--- config.mk ---
export PLATFORM = sky130hd
export DESIGN_NAME = neuron_update_scheduler
export DESIGN_NICKNAME = d
export VERILOG_FILES = /design/src/rtl/neuron_update_scheduler.sv
export SDC_FILE = /design/constraint.sdc
export NUM_CORES = 1
export LEC_CHECK = 0
export CAP_MARGIN = 0
export CORE_UTILIZATION = 52
export DETAILED_ROUTE_END_ITERATION = 10
export GPL_ROUTABILITY_DRIVEN = 0
export PLACE_DENSITY = 0.89
export SYNTH_ARGS = -nofsm -noshare
export SYNTH_HDL_FRONTEND = slang
export SYNTH_SLANG_ARGS = --single-unit
--- constraint.sdc ---
create_clock -name clk -period 5.3 [get_ports clk]
set_input_delay 0.53 -clock clk [delete_from_list [all_inputs] [get_ports clk]]
set_output_delay 0.53 -clock clk [all_outputs]
set_load 0.1 [all_outputs]
--- src/rtl/neuron_update_scheduler.sv ---
// neuron_update_scheduler
// Runs one leaky integrate-and-fire timestep over NEURON_COUNT neurons.
// Owns both ports of the neuron state memory. Pointer ptr issues read
// addresses (stage 0), and stage 1 lines up with the returned state word.
// The input-current beat for the neuron in stage 1 is consumed when fire is
// high. The updated state and any spike are registered on that same edge.
//
// Handshakes: a beat transfers on a rising clk edge where valid && ready.
// On the current stream, ready does not depend on valid. The spike output
// holds its address stable while valid && !ready. Once a spike is raised it
// is never withdrawn until it has been accepted.
module neuron_update_scheduler #(
    parameter int NEURON_COUNT = 10000,
    parameter int ADDR_WIDTH   = 14,
    parameter int DATA_WIDTH   = 8,
    parameter int FSM_WIDTH    = 2
) (
    input  logic                                clk,
    input  logic                                rst_n,
    input  logic                                i_start,
    input  logic [DATA_WIDTH-1:0]               i_threshold,
    input  logic [DATA_WIDTH-1:0]               i_leak,
    input  logic [DATA_WIDTH-1:0]               i_reset_v,
    input  logic [DATA_WIDTH-1:0]               i_refrac_period,
    input  logic                                i_in_valid,
    input  logic [DATA_WIDTH-1:0]               i_in_data,
    output logic                                o_in_ready,
    output logic                                o_spike_valid,
    output logic [ADDR_WIDTH-1:0]               o_spike_addr,
    input  logic                                i_spike_ready,
    output logic [ADDR_WIDTH-1:0]               o_mem_read_addr,
    input  logic [2*DATA_WIDTH+FSM_WIDTH-1:0]   i_mem_read_data,
    output logic                                o_mem_write_en,
    output logic [ADDR_WIDTH-1:0]               o_mem_write_addr,
    output logic [2*DATA_WIDTH+FSM_WIDTH-1:0]   o_mem_write_data,
    output logic                                o_busy,
    output logic                                o_done,
    output logic [15:0]                         o_spike_count,
    output logic [1:0]                          o_dbg_state
);

    localparam int STATE_WIDTH = 2 * DATA_WIDTH + FSM_WIDTH;
    localparam int SUM_WIDTH   = DATA_WIDTH + 2;
    localparam logic [ADDR_WIDTH-1:0] LAST_ADDR = ADDR_WIDTH'(NEURON_COUNT - 1);
    localparam logic [FSM_WIDTH-1:0]  MODE_INTEGRATE = '0;
    localparam logic [FSM_WIDTH-1:0]  MODE_REFRACT   = FSM_WIDTH'(1);
    localparam logic signed [SUM_WIDTH-1:0] SAT_MAX = SUM_WIDTH'((1 << (DATA_WIDTH - 1)) - 1);
    localparam logic signed [SUM_WIDTH-1:0] SAT_MIN = SUM_WIDTH'(-(1 << (DATA_WIDTH - 1)));

    typedef enum logic [1:0] {
        ST_IDLE  = 2'd0,
        ST_SWEEP = 2'd1,
        ST_DRAIN = 2'd2,
        ST_DONE  = 2'd3
    } sched_state_t;

    sched_state_t state, state_next;

    // Timestep configuration, captured when a start is accepted
    logic signed [DATA_WIDTH-1:0] thr_q;
    logic        [DATA_WIDTH-1:0] leak_q;
    logic        [DATA_WIDTH-1:0] reset_v_q;
    logic        [DATA_WIDTH-1:0] refrac_q;

    // Pipeline
    logic [ADDR_WIDTH-1:0] ptr;
    logic                  s1_valid;
    logic [ADDR_WIDTH-1:0] s1_addr;
    logic                  fire;
    logic                  advance;
    logic                  issue;
    logic                  start_accept;

    // Neuron datapath
    logic signed [DATA_WIDTH-1:0] cur_v;
    logic        [DATA_WIDTH-1:0] cur_r;
    logic        [FSM_WIDTH-1:0]  cur_mode;
    logic signed [SUM_WIDTH-1:0]  v_ext;
    logic signed [SUM_WIDTH-1:0]  leak_ext;
    logic signed [SUM_WIDTH-1:0]  in_ext;
    logic signed [SUM_WIDTH-1:0]  sum;
    logic signed [DATA_WIDTH-1:0] t;
    logic        [DATA_WIDTH-1:0] new_v;
    logic        [DATA_WIDTH-1:0] new_r;
    logic        [FSM_WIDTH-1:0]  new_mode;
    logic                         new_spike;

    assign start_accept = (state == ST_IDLE) && i_start;
    assign o_in_ready   = s1_valid && (!o_spike_valid || i_spike_ready);
    assign fire         = s1_valid && i_in_valid && o_in_ready;
    assign advance      = !s1_valid || fire;
    assign issue        = advance && (state == ST_SWEEP);
    // A stalled neuron is re-read so its state word stays on i_mem_read_data
    assign o_mem_read_addr = advance ? ptr : s1_addr;

    assign o_busy      = (state == ST_SWEEP) || (state == ST_DRAIN);
    assign o_done      = (state == ST_DONE);
    assign o_dbg_state = state;

    assign cur_v    = i_mem_read_data[STATE_WIDTH-1 -: DATA_WIDTH];
    assign cur_r    = i_mem_read_data[STATE_WIDTH-DATA_WIDTH-1 -: DATA_WIDTH];
    assign cur_mode = i_mem_read_data[FSM_WIDTH-1:0];

    // State register
    always_ff @(posedge clk) begin
        if (!rst_n) state <= ST_IDLE;
        else        state <= state_next;
    end

    // Next-state: sweep until the last address is issued, then drain stage 1
    always_comb begin
        state_next = state;
        case (state)
            ST_IDLE:  if (i_start) state_next = ST_SWEEP;
            ST_SWEEP: if (issue && (ptr == LAST_ADDR)) state_next = ST_DRAIN;
            ST_DRAIN: if (!s1_valid) state_next = ST_DONE;
            ST_DONE:  state_next = ST_IDLE;
            default:  state_next = ST_IDLE;
        endcase
    end

    // Latch configuration on an accepted start only
    always_ff @(posedge clk) begin
        if (!rst_n) begin
            thr_q     <= '0;
            leak_q    <= '0;
            reset_v_q <= '0;
            refrac_q  <= '0;
        end else if (start_accept) begin
            thr_q     <= i_threshold;
            leak_q    <= i_leak;
            reset_v_q <= i_reset_v;
            refrac_q  <= i_refrac_period;
        end
    end

    // Issue pointer and stage-1 tracking; ptr returns to 0 after the last issue
    always_ff @(posedge clk) begin
        if (!rst_n) begin
            ptr      <= '0;
            s1_valid <= 1'b0;
            s1_addr  <= '0;
        end else begin
            if (issue) ptr <= (ptr == LAST_ADDR) ? '0 : ptr + ADDR_WIDTH'(1);
            if (advance) begin
                s1_valid <= issue;
                if (issue) s1_addr <= ptr;
            end
        end
    end

    // Saturating membrane sum v - leak + current
    always_comb begin
        v_ext    = {{2{cur_v[DATA_WIDTH-1]}}, cur_v};
        leak_ext = {2'b00, leak_q};
        in_ext   = {{2{i_in_data[DATA_WIDTH-1]}}, i_in_data};
        sum      = v_ext - leak_ext + in_ext;
        if (sum > SAT_MAX)      t = SAT_MAX[DATA_WIDTH-1:0];
        else if (sum < SAT_MIN) t = SAT_MIN[DATA_WIDTH-1:0];
        else                    t = sum[DATA_WIDTH-1:0];
    end

    // Per-neuron update: refractory countdown or integrate/threshold
    always_comb begin
        new_v     = cur_v;
        new_r     = cur_r;
        new_mode  = cur_mode;
        new_spike = 1'b0;
        if (cur_mode == MODE_REFRACT) begin
            if (cur_r <= DATA_WIDTH'(1)) begin
                new_r    = '0;
                new_mode = MODE_INTEGRATE;
            end else begin
                new_r = cur_r - DATA_WIDTH'(1);
            end
        end else if (t >= thr_q) begin
            new_spike = 1'b1;
            new_v     = reset_v_q;
            new_r     = refrac_q;
            new_mode  = (refrac_q != '0) ? MODE_REFRACT : MODE_INTEGRATE;
        end else begin
            new_v = t;
        end
    end

    // Registered write-back, spike output and saturating spike counter
    always_ff @(posedge clk) begin
        if (!rst_n) begin
            o_mem_write_en   <= 1'b0;
            o_mem_write_addr <= '0;
            o_mem_write_data <= '0;
            o_spike_valid    <= 1'b0;
            o_spike_addr     <= '0;
            o_spike_count    <= '0;
        end else begin
            o_mem_write_en <= fire;
            if (fire) begin
                o_mem_write_addr <= s1_addr;
                o_mem_write_data <= {new_v, new_r, new_mode};
            end
            if (fire && new_spike) begin
                o_spike_valid <= 1'b1;
                o_spike_addr  <= s1_addr;
            end else if (i_spike_ready) begin
                o_spike_valid <= 1'b0;
            end
            if (start_accept) o_spike_count <= '0;
            else if (fire && new_spike && (o_spike_count != 16'hFFFF))
                o_spike_count <= o_spike_count + 16'd1;
        end
    end

endmodule

# Word level (Yosys, flattened, before mapping)
# Index checks and enable logic that the tools add are counted.
dict set report totals {
  reg_bits 127
  word_cells 73
}
dict set report op_classes {
  n_addsub 5
  n_lt_le_gt_ge 4
  n_eq_ne 9
  mux 21
  n_bitwise 1
  reduce_logical 19
}
# op count
set op_table {}
lappend op_table {{2-to-1 mux 8 bit} 7}
lappend op_table {{2-to-1 mux 14 bit} 2}
lappend op_table {{adder 16 x 1 -> 16 bit, second input constant} 1}
lappend op_table {{!= test 16 bit, second input constant} 1}
lappend op_table {{adder 14 x 1 -> 14 bit, second input constant} 1}
lappend op_table {{== test 14 bit, second input constant} 1}
lappend op_table {{2-to-1 mux 2 bit} 6}
lappend op_table {{adder 10 x 8 -> 10 bit} 1}
lappend op_table {{greater-than comparator 10 x 8 -> 1 bit, second input constant} 1}
lappend op_table {{less-than comparator 10 x 8 -> 1 bit, second input constant} 1}
lappend op_table {{subtractor 8 x 9 -> 10 bit} 1}
lappend op_table {{greater-or-equal comparator 8 bit} 1}
lappend op_table {{<= comparator 8 x 1 -> 1 bit, second input constant} 1}
lappend op_table {{logical AND 1 bit} 8}
lappend op_table {{one-hot mux 2 bit (4 select lines)} 1}
lappend op_table {{nonzero test 8 bit} 1}
lappend op_table {{subtractor 8 x 1 -> 8 bit, second input constant} 1}
lappend op_table {{2-to-1 mux 1 bit} 5}
lappend op_table {{== test 2 x 1 -> 1 bit, second input constant} 2}
lappend op_table {{== test 2 bit, second input constant} 2}
lappend op_table {{!= test 2 bit, second input constant} 2}
lappend op_table {{logical OR 1 bit} 3}
lappend op_table {{AND reduction 3 bit} 1}
lappend op_table {{logical NOT 1 bit} 2}
lappend op_table {{6 further kinds} 6}

# Longest topological paths before layout
# Gate-level depths: netlist (run 1).
dict set report depth {
  ltp_word 10
  ltp_mapped 23
}

# Worst setup path before layout (run 1)
# No wires, ideal clock.
dict set report synth_path {
  kind {in2reg}
  from {input i_in_data[4]}
  to {register o_mem_write_data[2]}
  setup_ps 132
  arrival_ps 4237
  setup_slack_ps 930
  cell_stages 23
  path_buffers 3
  path_cell_list {inv_1 fa_1 inv_1 ha_1 a21oi_1 o21a_4 o31ai_2 or2_1 buf_6 inv_6 o21ai_1 a31oi_1 inv_1 ha_1 a211oi_1 o21ai_1 a21oi_4 or2_1 buf_4 buf_6 mux2i_1 o22a_1 a21oi_1}
}
dict set report synth_between {
  elab_chain_cells 7
  elab_cells_between_ends 8
  classes_between {1 x add/sub; 3 x order compare; 4 x mux}
}
# item line_no
set synth_rtl {}
lappend synth_rtl {{start: declaration} 26} ;# input logic [DATA_WIDTH-1:0] i_in_data,
lappend synth_rtl {{adder 10 x 8 -> 10 bit (*)} 157} ;# sum = v_ext - leak_ext + in_ext;
lappend synth_rtl {{less-than comparator 10 x 8 -> 1 bit} 159} ;# else if (sum < SAT_MIN) t = SAT_MIN[DATA_WIDTH-1:0];
lappend synth_rtl {{2-to-1 mux 8 bit} 159}
lappend synth_rtl {{2-to-1 mux 8 bit (*)} 158} ;# if (sum > SAT_MAX) t = SAT_MAX[DATA_WIDTH-1:0];
lappend synth_rtl {{greater-or-equal comparator 8 bit (*)} 176} ;# end else if (t >= thr_q) begin
lappend synth_rtl {{2-to-1 mux 8 bit (*)} 176}
lappend synth_rtl {{2-to-1 mux 8 bit (*)} 169} ;# if (cur_mode == MODE_REFRACT) begin
lappend synth_rtl {{end signal: assignment} 199} ;# o_mem_write_data <= {new_v, new_r, new_mode};
lappend synth_rtl {{end: declaration} 35} ;# output logic [2*DATA_WIDTH+FSM_WIDTH-1:0] o_mem_write_data,
# Mark *: on every way between the ends. The rest lies on a longest branch, timed or not.
# A chain may end at the register's enable or synchronous reset.

# Final worst setup path (run 1)
dict set report layout_path {
  from {input i_mem_read_data[14]}
  to {register o_mem_write_data[10]}
}
dict set report layout_between {
  elab_chain_cells 8
  elab_cells_between_ends 9
  classes_between {2 x add/sub; 3 x order compare; 4 x mux}
}
# item line_no
set layout_rtl {}
lappend layout_rtl {{start: declaration} 32} ;# input logic [2*DATA_WIDTH+FSM_WIDTH-1:0] i_mem_read_data,
lappend layout_rtl {{subtractor 8 x 9 -> 10 bit (*)} 157}
lappend layout_rtl {{adder 10 x 8 -> 10 bit (*)} 157}
lappend layout_rtl {{less-than comparator 10 x 8 -> 1 bit} 159}
lappend layout_rtl {{2-to-1 mux 8 bit} 159}
lappend layout_rtl {{2-to-1 mux 8 bit (*)} 158}
lappend layout_rtl {{greater-or-equal comparator 8 bit} 176}
lappend layout_rtl {{2-to-1 mux 8 bit (*)} 176}
lappend layout_rtl {{2-to-1 mux 8 bit (*)} 169}
# Marks and branches as above.

==> results by group, run 1 <==
Outcome
  – Outcome: finished clean

Global routing
  – Grt ovf: 0
  – First-pass GRT wire length: 28.8 mm
  – Antenna violations before repair: 0
  – Global-route usage over all layers: 0.276
  – Largest net degree at the start of global routing: 53
  – Number of global-route vias before repair: ~6k

Floorplan
  – Starting Density: 0.536
  – Die height: 117 um
  – Core Region: around 13,000 um^2
  – Die area: 13,600 um^2
  – Die Width: 117 um
  – Cell Rows: 41
  – IO Pins: approximately 150

Timing
  – Final setup violating endpoints: 0
  – Final hold violations: 0
  – Min Tclk post-route: 5080 ps
  – Max Clock Skew: 12.2 ps
  – Worst-margin pin slew: 1030 ps
  – Slew Limit Fails: 0
  – Worst slew margin: 0.311
  – FMAX: 197 MHz
  – Period utilization: 0.959
  – Worst hold slack: about 460 ps
  – Setup WS post-layout: ~220 ps

Synth
  – Synth area leaders: dfxtp_1, nand2_1, a21boi_0, ha_1, xor2_1
  – Synth Cell Area: 6820 um^2
  – Syn Area/Cell: just over 8 um^2
  – Synth Flop Type: dfxtp_1
  – Synthesis Warnings: 0
  – Post-synth EDFFs: 0
  – Syn nets: 923
  – Yosys reg bits: around 130
  – Async set or reset register ratio after synthesis: 0
  – Distinct cells, synth: 67
  – Cells after Synth: 824
  – Synth top area share: 0.373
  – Yosys top cell by area: dfxtp_1
  – Register area share after synthesis: 0.373

Finish
  – Finished Layout Cells: 1,144
  – Commonest non-fill, non-tap cell in the layout: nand2_1
  – Layout area overhead: 32.1%
  – Commonest non-fill, non-tap cells in the layout: nand2_1, clkdlybuf4s50_1, dfxtp_1
  – Layout cells sized above 1: 0.0864
  – Final Cell Area: 9010 um^2
  – Nets: roughly 1.1k
  – Antenna Cells: 0

Clock tree
  – Num CTS Buffers: 17
  – Post-cts hold buffer count: 0
  – Clk sinks: 127
  – CTS H-tree depth: 4
  – CTS max path bufs: 2
  – Clock transition at the registers of the reported paths: 60 ps
  – Root Driver: clkbuf_16
  – CTS tree: done
  – Worst-Skew Late Latency: 430 ps

Place
  – Place WS: -150 ps
  – Dpl hpwl: about 13 mm
  – Area after DPL: 8390 um^2
  – Buffers on Ports: 145
  – Inst Count DP: 1,109

Power
  – Pwr per Cell Area: 460 nW/um^2
  – Leakage: 3.39 nW
  – Worst vdd ir: 0.000585 V

Routing
  – Vias: 6,223
  – Final WL: between 15 and 20 mm
  – DR WL/cell: 15.9 um
  – DR pass1 iterations: 5
  – Via-to-Cell Ratio: approximately 5.4
  – Initial DRC count: approximately 400
  – Antenna-violating nets left: 0
  – Drc violations: 0

Worst setup path
  – CP Launch Type: primary input
  – CP Capture Type: register
  – CP most frequent cell: inv_1
  – Largest stage delay on the critical path: between 500 and 600 ps
  – Critical-path cell with the highest stage delay: clkdlybuf4s50_1
  – Critical path arrival: 5380 ps
  – Worst-path cell chain: clkdlybuf4s50_1 -> inv_1 -> fa_1 -> inv_1 -> ha_1 -> o211ai_2 -> o21ai_0 -> o221ai_1 -> or2_4 -> inv_6 -> o21ai_1 -> a31oi_2 -> inv_1 -> ha_1 -> nand2_1 -> o21ai_1 -> a21oi_4 -> or2_1 -> buf_12 -> or3_1 -> o2111ai_1 -> o211ai_1
  – Worst Setup Path Type: in2reg
  – Crit-path max FO: 14
  – Worst endpoint required time: 5600 ps

Job
  – Max Cap Viol: 0

Worst hold path
  – Hold Path Class: reg2reg
[metrics by stage]
stage | utilization | setup TNS (ps) | power [W]
6_report | 0.708 | 0 | 0.00415
5_1_grt | 0.708 | -4.94 | 0.00437
4_1_cts | 0.705 | 0 | 0.00408
3_5_place_dp | 0.660 | -2940 | 0.00293
3_3_place_gp | 0.660 | -23.9 | 0.00289
2_1_floorplan | - | 0 | 0.00251
[critical path: cells and delay by family]
kind	cells	cell delay (ps)
adder cells (fa/ha/maj)	3	1140
AND/OR/NAND/NOR	4	1040
AO/OA/AOI/OAI	9	1650
buffers and inverters	6	1000
[area by class of cell]
| cell class | count | area, um^2 |
|---|---|---|
| multi-input cells | 601 | 3900 |
| fillers | 1009 | 3710 |
| flip-flops and latches | 127 | 2540 |
| repair buffers | 159 | 1580 |
| clock buffers | 18 | 439 |
| well taps | 172 | 215 |
| inverters | 53 | 204 |
| clock inverters | 14 | 135 |
[per-layer routing]
layer	vias to the layer above	GRT usage	wire length (um)	share of wire
li1	3072	-	-	-
met5	-	0	0	0
met3	47	0.0680	929	0.051
met4	0	0.126	569	0.031
met1	2926	0.348	8100	0.44
met2	178	0.445	8620	0.47
[final timing paths]
kind	cells after the start	slack, ps	start	to
worst max-delay path	22	220	i_mem_read_data[14]	o_mem_write_data[10]
worst min-delay path	2	460	o_spike_addr[4]	o_spike_addr[4]
worst max register to register	21	630	leak_q[1]	o_mem_write_data[10]
worst min register to register	2	460	o_spike_addr[4]	o_spike_addr[4]
[synth_stat cells, types with 3 or more instances]
| cell | n |
|---|---|
| nand2_1 | 181 |
| dfxtp_1 | 127 |
| a21boi_0 | 67 |
| inv_1 | 52 |
| nor2_1 | 37 |
| clkbuf_1 | 34 |
| ha_1 | 28 |
| a21oi_1 | 27 |
| xor2_1 | 26 |
| nand3_1 | 24 |
| o21ai_0 | 24 |
| mux2_2 | 14 |
| and3_1 | 13 |
| a21boi_1 | 10 |
| nand4_1 | 10 |
| mux2i_1 | 9 |
| fa_1 | 8 |
| nor2b_1 | 8 |
| o22a_1 | 8 |
| xnor2_1 | 8 |
| a211oi_1 | 7 |
| nor3_1 | 7 |
| a31oi_1 | 6 |
| and2_1 | 6 |
| nand2b_1 | 6 |
| o21a_1 | 6 |
| buf_2 | 5 |
| o211ai_1 | 5 |
| o21ai_1 | 5 |
| or3_1 | 5 |
| nor4_1 | 4 |
| nor3b_1 | 3 |
[state kept, by name (all words and copies together), names as in the netlist, 2 cells and up]
name / cells
o_mem_write_data: 18
o_spike_count: 16
o_mem_write_addr: 14
o_spike_addr: 14
ptr: 14
s1_addr: 14
leak_q: 8
refrac_q: 8
reset_v_q: 8
thr_q: 8
o_dbg_state: 2
[timing repair]
action                                  4_1_cts  5_1_grt
resized for setup                             0        3
setup buffers                                 0        3
endpoints found under the setup margin        0       31
[cells by family after synthesis]
logic type,share of synthesized area
compound gates,0.199
xor+xnor,0.0477
simple gates,0.213
flops,0.373
mux,0.0363
buf+inv,0.0572
fa+ha+maj,0.0748
[power by group]
| part | internal [W] | switching [W] | leakage (nW) |
|---|---|---|---|
| Clock | 0.000664 | 0.000463 | 0.275 |
| Combinational | 0.000659 | 0.00124 | 2.08 |
| Sequential | 0.00105 | 0.0000733 | 1.03 |
Note: power is estimated with default switching activity, not from simulation.
==> inputs of run 2 (changes only) <==
- ABC_AREA: not set -> 0
==> results of run 2 <==
No change in the layout: final DEF, timing and power equal those of run 1.
